### config.mk
export PLATFORM = sky130hd
export DESIGN_NAME = slave_rx
export DESIGN_NICKNAME = d
export VERILOG_FILES = /design/src/rtl/slave_rx.sv
export SDC_FILE = /design/constraint.sdc
export NUM_CORES = 1
export LEC_CHECK = 0
export ABC_AREA = 1
export BUFFER_PORTS_ARGS = -buffer_cell sky130_fd_sc_hd__buf_2
export CAP_MARGIN = 20
export CORE_UTILIZATION = 55
export CTS_CLUSTER_SIZE = 10
export DETAILED_ROUTE_END_ITERATION = 10
export PLACE_DENSITY = 0.74
export SYNTH_ARGS = -nofsm -noshare
export SYNTH_HDL_FRONTEND = slang
export SYNTH_SLANG_ARGS = --single-unit
### constraint.sdc
create_clock -name clk -period 2.2 [get_ports clk]
set_clock_uncertainty 0.1 [all_clocks]
set_input_delay 0.22 -clock clk [delete_from_list [all_inputs] [get_ports clk]]
set_output_delay 0.22 -clock clk [all_outputs]
set_load 0.01 [all_outputs]
### src/rtl/slave_rx.sv
// slave_rx: double-buffered serial frame receiver with per-word Ackout pulse.
// Optional trailing even-parity bit enabled by defining SLAVE_RX_PARITY_EN.
module slave_rx #(
  parameter int DATA_W = 32
) (
  input  logic              clk,
  input  logic              rst_n,
  input  logic              RXin,
  input  logic              read,
  output logic              Ackout,
  output logic [DATA_W-1:0] RXOut,
  output logic              RXValid,
  output logic              RXBuff0,
  output logic              RXBuff1,
  output logic              Overrun
);

  localparam logic [1:0] S_IDLE   = 2'd0;
  localparam logic [1:0] S_DATA   = 2'd1;
  localparam logic [1:0] S_PARITY = 2'd2;
  localparam logic [1:0] S_ACK    = 2'd3;

  localparam int CW = (DATA_W > 2) ? $clog2(DATA_W) : 1;
  localparam logic [CW-1:0] LAST_BIT = CW'(DATA_W - 1);

`ifdef SLAVE_RX_PARITY_EN
  localparam int SW = DATA_W;
`else
  // Without parity the final bit is taken straight from RXin, so one fewer register bit.
  localparam int SW = DATA_W - 1;
`endif

  logic [1:0]        r_state;
  logic [1:0]        w_state_nxt;
  logic [CW-1:0]     r_cnt;
  logic [SW-1:0]     r_shift;
  logic [DATA_W-1:0] r_buf0;
  logic [DATA_W-1:0] r_buf1;
  logic [1:0]        r_full;
  logic [1:0]        w_full_nxt;
  logic              r_wp;
  logic              r_rp;
  logic              r_ack;
  logic              r_ovr;

  logic              w_rd_fire;
  logic              w_last_data;
  logic              w_end;
  logic              w_par_ok;
  logic              w_slot_free;
  logic              w_accept;
  logic              w_drop_ovr;
  logic [DATA_W-1:0] w_frame;

  assign w_rd_fire   = read & r_full[r_rp];
  assign w_last_data = (r_state == S_DATA) && (r_cnt == LAST_BIT);

`ifdef SLAVE_RX_PARITY_EN
  assign w_end    = (r_state == S_PARITY);
  assign w_frame  = r_shift;
  assign w_par_ok = ~(^r_shift ^ RXin);
`else
  assign w_end    = w_last_data;
  assign w_frame  = {r_shift, RXin};
  assign w_par_ok = 1'b1;
`endif

  // A read on the commit edge frees the slot being written when both are full.
  assign w_slot_free = ~r_full[r_wp] | (w_rd_fire & (r_rp == r_wp));
  assign w_accept    = w_end & w_par_ok & w_slot_free;
  assign w_drop_ovr  = w_end & w_par_ok & ~w_slot_free;

  always_comb begin
    w_state_nxt = r_state;
    case (r_state)
      S_IDLE: if (!RXin) w_state_nxt = S_DATA;
      S_DATA: begin
        if (r_cnt == LAST_BIT) begin
`ifdef SLAVE_RX_PARITY_EN
          w_state_nxt = S_PARITY;
`else
          w_state_nxt = S_ACK;
`endif
        end
      end
      S_PARITY: w_state_nxt = S_ACK;
      S_ACK:    w_state_nxt = S_IDLE;
      default:  w_state_nxt = S_IDLE;
    endcase
  end

  always_comb begin
    w_full_nxt = r_full;
    if (w_rd_fire) w_full_nxt[r_rp] = 1'b0;
    if (w_accept)  w_full_nxt[r_wp] = 1'b1;
  end

  always_ff @(posedge clk or negedge rst_n) begin
    if (!rst_n) begin
      r_state <= S_IDLE;
      r_cnt   <= '0;
      r_shift <= '0;
    end else begin
      r_state <= w_state_nxt;
      if (r_state == S_IDLE) begin
        r_cnt <= '0;
      end else if (r_state == S_DATA) begin
        r_cnt <= r_cnt + 1'b1;
`ifdef SLAVE_RX_PARITY_EN
        r_shift <= {r_shift[SW-2:0], RXin};
`else
        r_shift <= w_frame[SW-1:0];
`endif
      end
    end
  end

  always_ff @(posedge clk or negedge rst_n) begin
    if (!rst_n) begin
      r_buf0 <= '0;
      r_buf1 <= '0;
      r_full <= '0;
      r_wp   <= 1'b0;
      r_rp   <= 1'b0;
      r_ack  <= 1'b0;
      r_ovr  <= 1'b0;
    end else begin
      r_full <= w_full_nxt;
      r_ack  <= w_accept;
      if (w_accept) begin
        if (r_wp) r_buf1 <= w_frame;
        else      r_buf0 <= w_frame;
        r_wp <= ~r_wp;
      end
      if (w_rd_fire)  r_rp  <= ~r_rp;
      if (w_drop_ovr) r_ovr <= 1'b1;
    end
  end

  assign Ackout  = r_ack;
  assign RXOut   = r_rp ? r_buf1 : r_buf0;
  assign RXValid = r_full[r_rp];
  assign RXBuff0 = r_full[0];
  assign RXBuff1 = r_full[1];
  assign Overrun = r_ovr;

endmodule

* After elaboration in Yosys (flattened, before gate mapping)
Index checks and enable logic that the tools add are counted.
** Operators by class
- Add/subtract/negate cells :: 1
- $lt $le $gt $ge :: 4
- Equality and inequality tests :: 7
- Muxes and demuxes :: 16
- Bitwise logic cells :: 13
- Reduce and logical (&&, ||, !) cells :: 9
** Operator list (count)
- $mux 32 :: 1
- $mux 5 :: 2
- $mux 2 :: 4
- $pmux 2 s4 :: 1
- $reduce_and 2->1 :: 4
- $mux 1 :: 6
- $add 5x1->5 const B :: 1
- $eq 5x5->1 const B :: 1
- $not 1->1 :: 5
- $and 1x1->1 :: 4
- $eq 2x2->1 const B :: 2
- $lt 1x2->1 const B :: 2
- $ne 2x2->1 const B :: 2
- $logic_and 1x1->1 :: 3
- $and 2x2->2 :: 1
- $demux 1 s1 :: 2
- $eq 2x1->1 const B :: 1
- $ge 1x1->1 const B :: 2
- $logic_not 2->1 :: 1
- $not 2->2 :: 1
- $or 2x2->2 :: 1
- $reduce_bool 2->1 :: 1
- $eq 1x1->1 :: 1
- $or 1x1->1 :: 1
** Storage, ports and cells
- Flip-flop bits (word level) :: 108
- Bits of input ports :: 4
- Output and inout bits :: 37

* Logic depth before layout (Yosys ltp)
Gate-level depths: netlist of the first run.
- Depth after elaboration :: 9
- Depth in mapped cells :: 10
- Depth with buffers taken out :: 9

* Worst setup path before layout of the first run
OpenSTA, ideal clock, no wires.
- Kind :: register -> register
- From :: register r_cnt[0]
- To :: register r_buf0[10]
- Setup time :: 0.066 ns
- Arrival time :: 1.556 ns
- Setup slack :: 0.479 ns
- Stages on the path, launching flop included :: 11
- Path through :: dfrtp_1 ha_1 inv_1 nor3_1 ha_1 nand2_1 inv_2 buf_2 buf_2 nand4_1 nand2_1
** Between the ends
- Cells in the longest elaborated chain, start to end :: 4
** RTL lines
- start, declared :: RTL line 35 : logic [CW-1:0] r_cnt;
- start signal, assigned :: RTL line 108 : r_cnt <= r_cnt + 1'b1;
- $eq 5x5->1 :: RTL line 56 : assign w_last_data = (r_state == S_DATA) && (r_cnt == LAST_BIT);
- $logic_and 1x1->1 :: RTL line 56
- $and 1x1->1 :: RTL line 70 : assign w_accept = w_end & w_par_ok & w_slot_free;
- $reduce_and 2->1 (no source line)
- end signal, assigned :: RTL line 132 : else r_buf0 <= w_frame;
- end, declared :: RTL line 37 : logic [DATA_W-1:0] r_buf0;
No other way between the ends.
A chain may end at the register's enable or synchronous reset.

* Final worst setup path of the first run
- From :: register r_rp
- To :: register r_buf0[12]
** Between the ends
- Cells in the longest elaborated chain, start to end :: 7
- Elaborated cells between the ends (all ways) :: 8
- Those cells by class :: eq/ne: 1; mux: 2; bitwise: 4; reduce/logical: 1
** RTL lines
- start, declared :: RTL line 42 : logic r_rp;
- start signal, assigned :: RTL line 135 : if (w_rd_fire) r_rp <= ~r_rp;
- $mux 1 (implied by the code) (2 in a row) :: RTL line 55 : assign w_rd_fire = read & r_full[r_rp];
- $and 1x1->1 :: RTL line 55
- $and 1x1->1 * :: RTL line 69 : assign w_slot_free = ~r_full[r_wp] | (w_rd_fire & (r_rp == r_wp));
- $or 1x1->1 * :: RTL line 69
- $and 1x1->1 * :: RTL line 70
- $reduce_and 2->1 (no source line) *
Mark *: on every way between the ends. The rest lies on a longest branch, timed or not. The select of a mux whose other input is x is not followed.

==> results.tsv, run 1 <==
stage	metric	value	unit
grt	met1 usage	31.84	%
layout	final instance area	5393	µm²
layout	area growth from synthesis to layout	9.086	%
grt	first-pass GRT wire length	17.84	mm
worst_setup_path	cell family with most CP delay	simple AND/OR/NAND/NOR gates	
drt	initial drt markers	287	
worst_setup_path	startpoint types	flop	
sta	Slew Limit Fails	0	
placement	global placer's final weighted congestion	0.7435	
layout	n_diodes	0	
sta	Final setup viols	0	
placement	total placed instance area	5136	µm²
clock_network	count of hold-fix buffers inserted at cts	1	
worst_setup_path	slowest stage delay, CP	0.48	ns
synthesis	post-synth cell types	24	
clock_network	CTS Buffer Depth	2	
drt	via count	3939	
synthesis	top post-synthesis cells by area	dfrtp_1, nand2_1, nand4_1	
grt	initial antenna violation count	0	
die	die area	9371	µm²
sta	minimum clock period	2.056	ns
grt	largest net degree at the start of global routing	60	
clock_network	CTS tree	built	
sta	RSZ-0062 raised after global routing	false	
grt	vias in the first global route	3781	
grt	Most Used Layer, Global Route	met2	
sta	Hold Fails Final Rpt	0	
worst_setup_path	arrival time worst endpoint	2.21	ns
die	Die Width	96.81	µm
drt	vias per cell	5.501	
clock_network	Post CTS Setup Buffer Count	0	
synthesis	Seq/Total Area, Yosys	54.67	%
sta	Period Utilization, post-route	93.45	%
synthesis	fraction of registers with async set/reset	100.0	%
power	Max VDD drop	0.5087	mV
synthesis	post-synth top area cell	dfrtp_1	
layout	Fill cells	752	
worst_setup_path	Worst Path Buf+Inv	1	
synthesis	cell count after synthesis	578	
placement	number of port buffers	40	
sta	Slew @ Worst Pin	0.4859	ns
synthesis	post-synthesis register bit count	108	
layout	area of the multi-input gates	1856	µm²
min_path	Hold Crit Class	in2reg	
sta	max frequency	486.4	MHz
synthesis	Top FF cell, synth	dfrtp_1	
synthesis	Synth warnings	0	
drt	Remaining DRCs	0	
layout	layout cell share with drive strength beyond 1	13.49	%
worst_setup_path	worst-path cell with the longest stage delay	dfrtp_1	
clock_network	CTS root buf	clkbuf_8	
grt	M2 GR Usage	39.33	%
grt	global-route usage over all layers	23.49	%
synthesis	most common library cells after synthesis	nand2_1, dfrtp_1, nand4_1	
synthesis	count leader, synth	nand2_1	
clock_network	Worst-Skew Late Latency	0.37	ns
drt	DR pass1 iterations	5	
die	IO Pins	41	
layout	post-route insts no fill	716	
clock_network	H-tree depth	3	
placement	Detailed Place HPWL	6.447	mm
placement	DP Cell Count	700	
synthesis	number of synthesized flops with an enable pin	0	
clock_network	Resized cells post-CTS	0	
synthesis	Post-Syn Nets	588	
layout	fin util	61.84	%
synthesis	top-area cell type share of the netlist area	54.67	%
clock_network	clk slew on worst S/H paths	0.10	ns
clock_network	Sink Count	108	
sta	Hold WS	0.02640	ns
die	die height	96.81	µm
worst_setup_path	kind of critical path	reg2reg	
drt	Routed Antenna Nets	0	
die	Initial Util	56.69	%
worst_setup_path	element type at the critical path end	flop	
power	leak pwr	2.995	nW
power	Cell Pwr Density	932.5	nW/µm²
run	Max Cap Violations	0	
status	outcome	completed	
drt	routed wire length per instance	14.69	µm
layout	Final nets	614	
layout	sequential standard cell area	2703	µm²
worst_setup_path	sequence of cells on the critical path	inv_6 -> nand2_2 -> nand2_4 -> nand3_4 -> nand2_4 -> nand3_4 -> nand2_1 -> nand2_1	
synthesis	Syn Std Cell Area	4943	µm²
clock_network	total CTS buffers	9	
die	core area	8721	µm²
sta	Slew headroom	67.60	%
grt	overflow left after global routing	0	
drt	Routed WL	10.52	mm
grt	met3 GRT Util	3.685	%
worst_setup_path	required time worst endpoint	2.35	ns
die	row count	34	
synthesis	syn_area_per_cell	8.553	µm²
sta	Setup TNS Final	0	ns
worst_setup_path	CP Max Fanout	34	
path summary, 6_finish.rpt:
kind / startpoint / to / slack (ns) / cells after the start
max in group asynchronous: rst_n / r_shift[21] / 1.12 / 3
min in group asynchronous: rst_n / r_buf0[7] / 0.23 / 2
setup reg to reg: r_rp / r_buf0[12] / 0.14 / 8
setup / recovery: r_rp / r_buf0[12] / 0.14 / 8
hold reg to reg: r_buf0[1] / r_buf0[1] / 0.38 / 2
hold / removal: RXin / r_shift[0] / 0.03 / 3
worst register-to-register path: cells and delay by family, from the launching register on:
kind                   cells  cell delay, ns
AND/OR/NAND/NOR            7            1.20
buffers and inverters      1            0.16
flip-flops                 1            0.48
stage by stage:
stage,setup WS [ns],total power [mW]
floorplan,0.4788,3.285
global placement,0.2520,3.506
detailed placement,0.1585,3.590
CTS,0.1513,5.051
global route,0.02494,5.315
finish,0.1441,5.029
layout by cell type, fill, tap and decap left out:
master	instances
bufinv_16	3
mux2_2	1
ha_2	1
nand3_4	3
nor3_1	5
nand2_4	2
inv_1	25
inv_2	1
o21ai_0	20
inv_8	1
a31oi_1	1
nor2_1	18
a211oi_1	1
nand2_1	258
clkinvlp_4	1
ha_1	5
nor4_1	1
nand2_2	2
dfrtp_1	108
dlygate4sd3_1	1
clkbuf_8	10
nand4_1	64
inv_6	2
a21oi_1	18
buf_12	1
o21bai_1	1
buf_2	39
buf_4	15
cells by family after synthesis:
logic type               after synthesis  synth area share (%)
flip-flops                           108                 54.67
buffers and inverters                 69                 7.846
multiplexers                           1                0.2278
AND/OR/NAND/NOR                      353                 31.46
AO/OA/AOI/OAI                         41                 4.278
adder cells (fa/ha/maj)                6                 1.519
report_power, final:
part / total (mW) / switching (mW) / internal, mW
combinational: 0.926 / 0.606 / 0.320
clock: 1.45 / 0.665 / 0.789
sequential: 2.65 / 0.313 / 2.34
metal layers:
metal / vias up / wire length (µm)
li1: 1932 / -
met1: 1888 / 4755
met2: 111 / 5123
met3: 8 / 527
met4: 0 / 110
met5: - / 0
layout make-up:
type,count,area share (%)
Clock buffer,10,2.552
Clock inverter,5,2.019
Inverter,28,2.135
Multi-Input combinational cell,401,34.41
Sequential cell,108,50.12
Tap cell,108,2.506
Timing Repair Buffer,56,6.265
registers in the layout (all words and copies together), names as in the netlist:
signal	count
Ackout	1
Overrun	1
r_buf0	32
r_buf1	32
r_cnt	5
r_full	2
r_rp	1
r_shift	31
r_state	2
r_wp	1
No activity file was read; power rests on OpenSTA's default activity.
==> inputs of run 2 (changes only) <==
CELL_PAD_IN_SITES_DETAIL_PLACEMENT = 0   (was unset)
CELL_PAD_IN_SITES_GLOBAL_PLACEMENT = 2   (was unset)
CORE_UTILIZATION = 36   (was 55)
PLACE_DENSITY = 0.78   (was 0.74)
==> results.tsv, run 2 (synthesis gave the netlist of run 1 again) <==
stage	metric	value	unit
drt	DR pass1 iterations	4	
layout	n_diodes	0	
die	row count	42	
worst_setup_path	Reg-to-Reg End	r_wp	
drt	Routed Antenna Nets	0	
drt	Remaining DRCs	0	
drt	initial drt markers	182	
clock_network	CTS Buffer Depth	2	
worst_setup_path	Critical Path Sink	RXOut[30]	
drt	Routed WL	11.08	mm
clock_network	Sink Count	108	
grt	first-pass GRT wire length	19.02	mm
layout	commonest non-fill, non-tap cell in the layout	nand2_1	
worst_setup_path	required time worst endpoint	1.88	ns
power	leak pwr	3.030	nW
clock_network	Worst-Skew Late Latency	0.35	ns
placement	global placer's final weighted congestion	0.7180	
sta	max frequency	501.2	MHz
placement	Detailed Place HPWL	7.086	mm
clock_network	H-tree depth	3	
power	Max VDD drop	0.5168	mV
sta	Setup TNS Final	0	ns
grt	initial antenna violation count	0	
layout	area growth from synthesis to layout	12.15	%
die	Die Width	119.2	µm
placement	number of port buffers	40	
clock_network	CTS tree	built	
sta	Hold Fails Final Rpt	0	
sta	Slew @ Worst Pin	0.4548	ns
clock_network	Post CTS Setup Buffer Count	0	
power	Cell Pwr Density	914.9	nW/µm²
layout	layout cell share with drive strength beyond 1	13.70	%
die	die area	14210	µm²
grt	largest net degree at the start of global routing	47	
drt	routed wire length per instance	14.04	µm
worst_setup_path	worst setup path start	r_rp	
sta	Final setup viols	0	
worst_setup_path	kind of critical path	reg2out	
min_path	Hold Crit Class	in2reg	
grt	vias in the first global route	3738	
layout	commonest non-fill, non-tap cells in the layout	nand2_1, dfrtp_1, nand4_1	
power	Pwr Total	5.072	mW
sta	Slew headroom	69.68	%
min_path	hold path depth	3	
worst_setup_path	sequence of cells on the critical path	inv_6 -> buf_4 -> nand2_1 -> nand2_1 -> buf_2	
die	Initial Util	37.18	%
drt	vias per cell	4.859	
clock_network	clk slew on worst S/H paths	0.07	ns
layout	top flop regs	r_buf0: 32 flops, r_buf1: 32 flops, r_shift: 31 flops	
clock_network	Resized cells post-CTS	0	
drt	via count	3834	
worst_setup_path	Crit path top cell by count	nand2_1	
die	IO Pins	41	
status	outcome	completed	
sta	Slew Limit Fails	0	
clock_network	CTS root buf	clkbuf_16	
clock_network	total CTS buffers	9	
worst_setup_path	reg-to-reg startpoint	r_cnt[1]	
sta	minimum clock period	1.995	ns
worst_setup_path	worst-path cell with the longest stage delay	dfrtp_1	
layout	Final nets	618	
worst_setup_path	slowest stage delay, CP	0.48	ns
sta	RSZ-0062 raised after global routing	false	
worst_setup_path	reg-to-reg slack, setup	0.29	ns
run	Max Cap Violations	0	
grt	overflow left after global routing	0	
worst_setup_path	arrival time worst endpoint	1.68	ns
worst_setup_path	startpoint types	flop	
grt	global-route usage over all layers	17.08	%
die	die height	119.2	µm
sta	Period Utilization, post-route	90.70	%
worst_setup_path	element type at the critical path end	primary output	
min_path	hold path start	RXin	
die	core area	13300	µm²
worst_setup_path	R2R cell count	10	
worst_setup_path	CP Max Fanout	22	
## run 2: cell types whose count changed in the layout (fill, tap and decap cells not counted)
cell / previous run / this run
bufinv_16: 3 / 0
clkinvlp_4: 1 / 0
clkbuf_1: 0 / 3
clkinv_2: 0 / 1
clkbuf_8: 10 / 3
clkbuf_16: 0 / 9
buf_4: 15 / 19
inv_8: 1 / 0
## run 2: final cells by class
cell class                 count  area (µm²)
multi-input combinational    401        1856
clock inverter                 1       5.005
fill                        1349        7751
timing repair buffer          60       367.9
tap                          176       220.2
clock buffer                  15       277.8
sequential                   108        2703
inverter                      28       115.1
## run 2: how the worst min path moves through the flow
stage	end
floorplan	Ackout
global placement	r_buf0[18]
detailed placement	r_buf1[18]
CTS	r_shift[0]
global route	r_shift[0]
finish	r_shift[0]
## run 2: where the power goes
part	switching, mW	internal [mW]	leakage [nW]
clock	0.681	0.861	0.140
sequential	0.308	2.34	1.43
combinational	0.563	0.322	1.46
## run 2: metrics by stage
stage / util (%) / hold WS [ns] / setup slack, ns / instances / cell area [µm²]
after floorplan: - / -0.1756 / 0.4788 / 578 / 4943
after global placement: 39.50 / 0.06290 / 0.2930 / 772 / 5251
after detailed placement: 39.50 / 0.06657 / 0.2879 / 772 / 5251
after CTS: 41.70 / 0.04612 / 0.1841 / 789 / 5544
after global routing: 41.70 / 0.06531 / 0.02688 / 789 / 5544
final: 41.70 / 0.06477 / 0.2047 / 789 / 5544
## run 2: routing by layer
| metal | routed length, µm | vias to the layer above | part of all wire (%) | track usage [%] |
|---|---|---|---|---|
| li1 | - | 1936 | - | - |
| met1 | 5602 | 1847 | 51 | 23.87 |
| met2 | 5014 | 39 | 45 | 26.27 |
| met3 | 284 | 12 | 2.6 | 2.921 |
| met4 | 177 | 0 | 1.6 | 6.883 |
| met5 | 0 | - | 0 | 0 |
## run 2: repair_timing
action | 4_1_cts | 5_1_grt
hold buffers | 1 | 0
endpoints found under the setup margin | 0 | 0
hold endpoints to repair | 23 | 0
## run 2: critical path, delay by kind of cell (launching register included)
kind,cells,cell delay (ns)
buffers and inverters,3,0.64
flip-flops,1,0.48
AND/OR/NAND/NOR,2,0.20
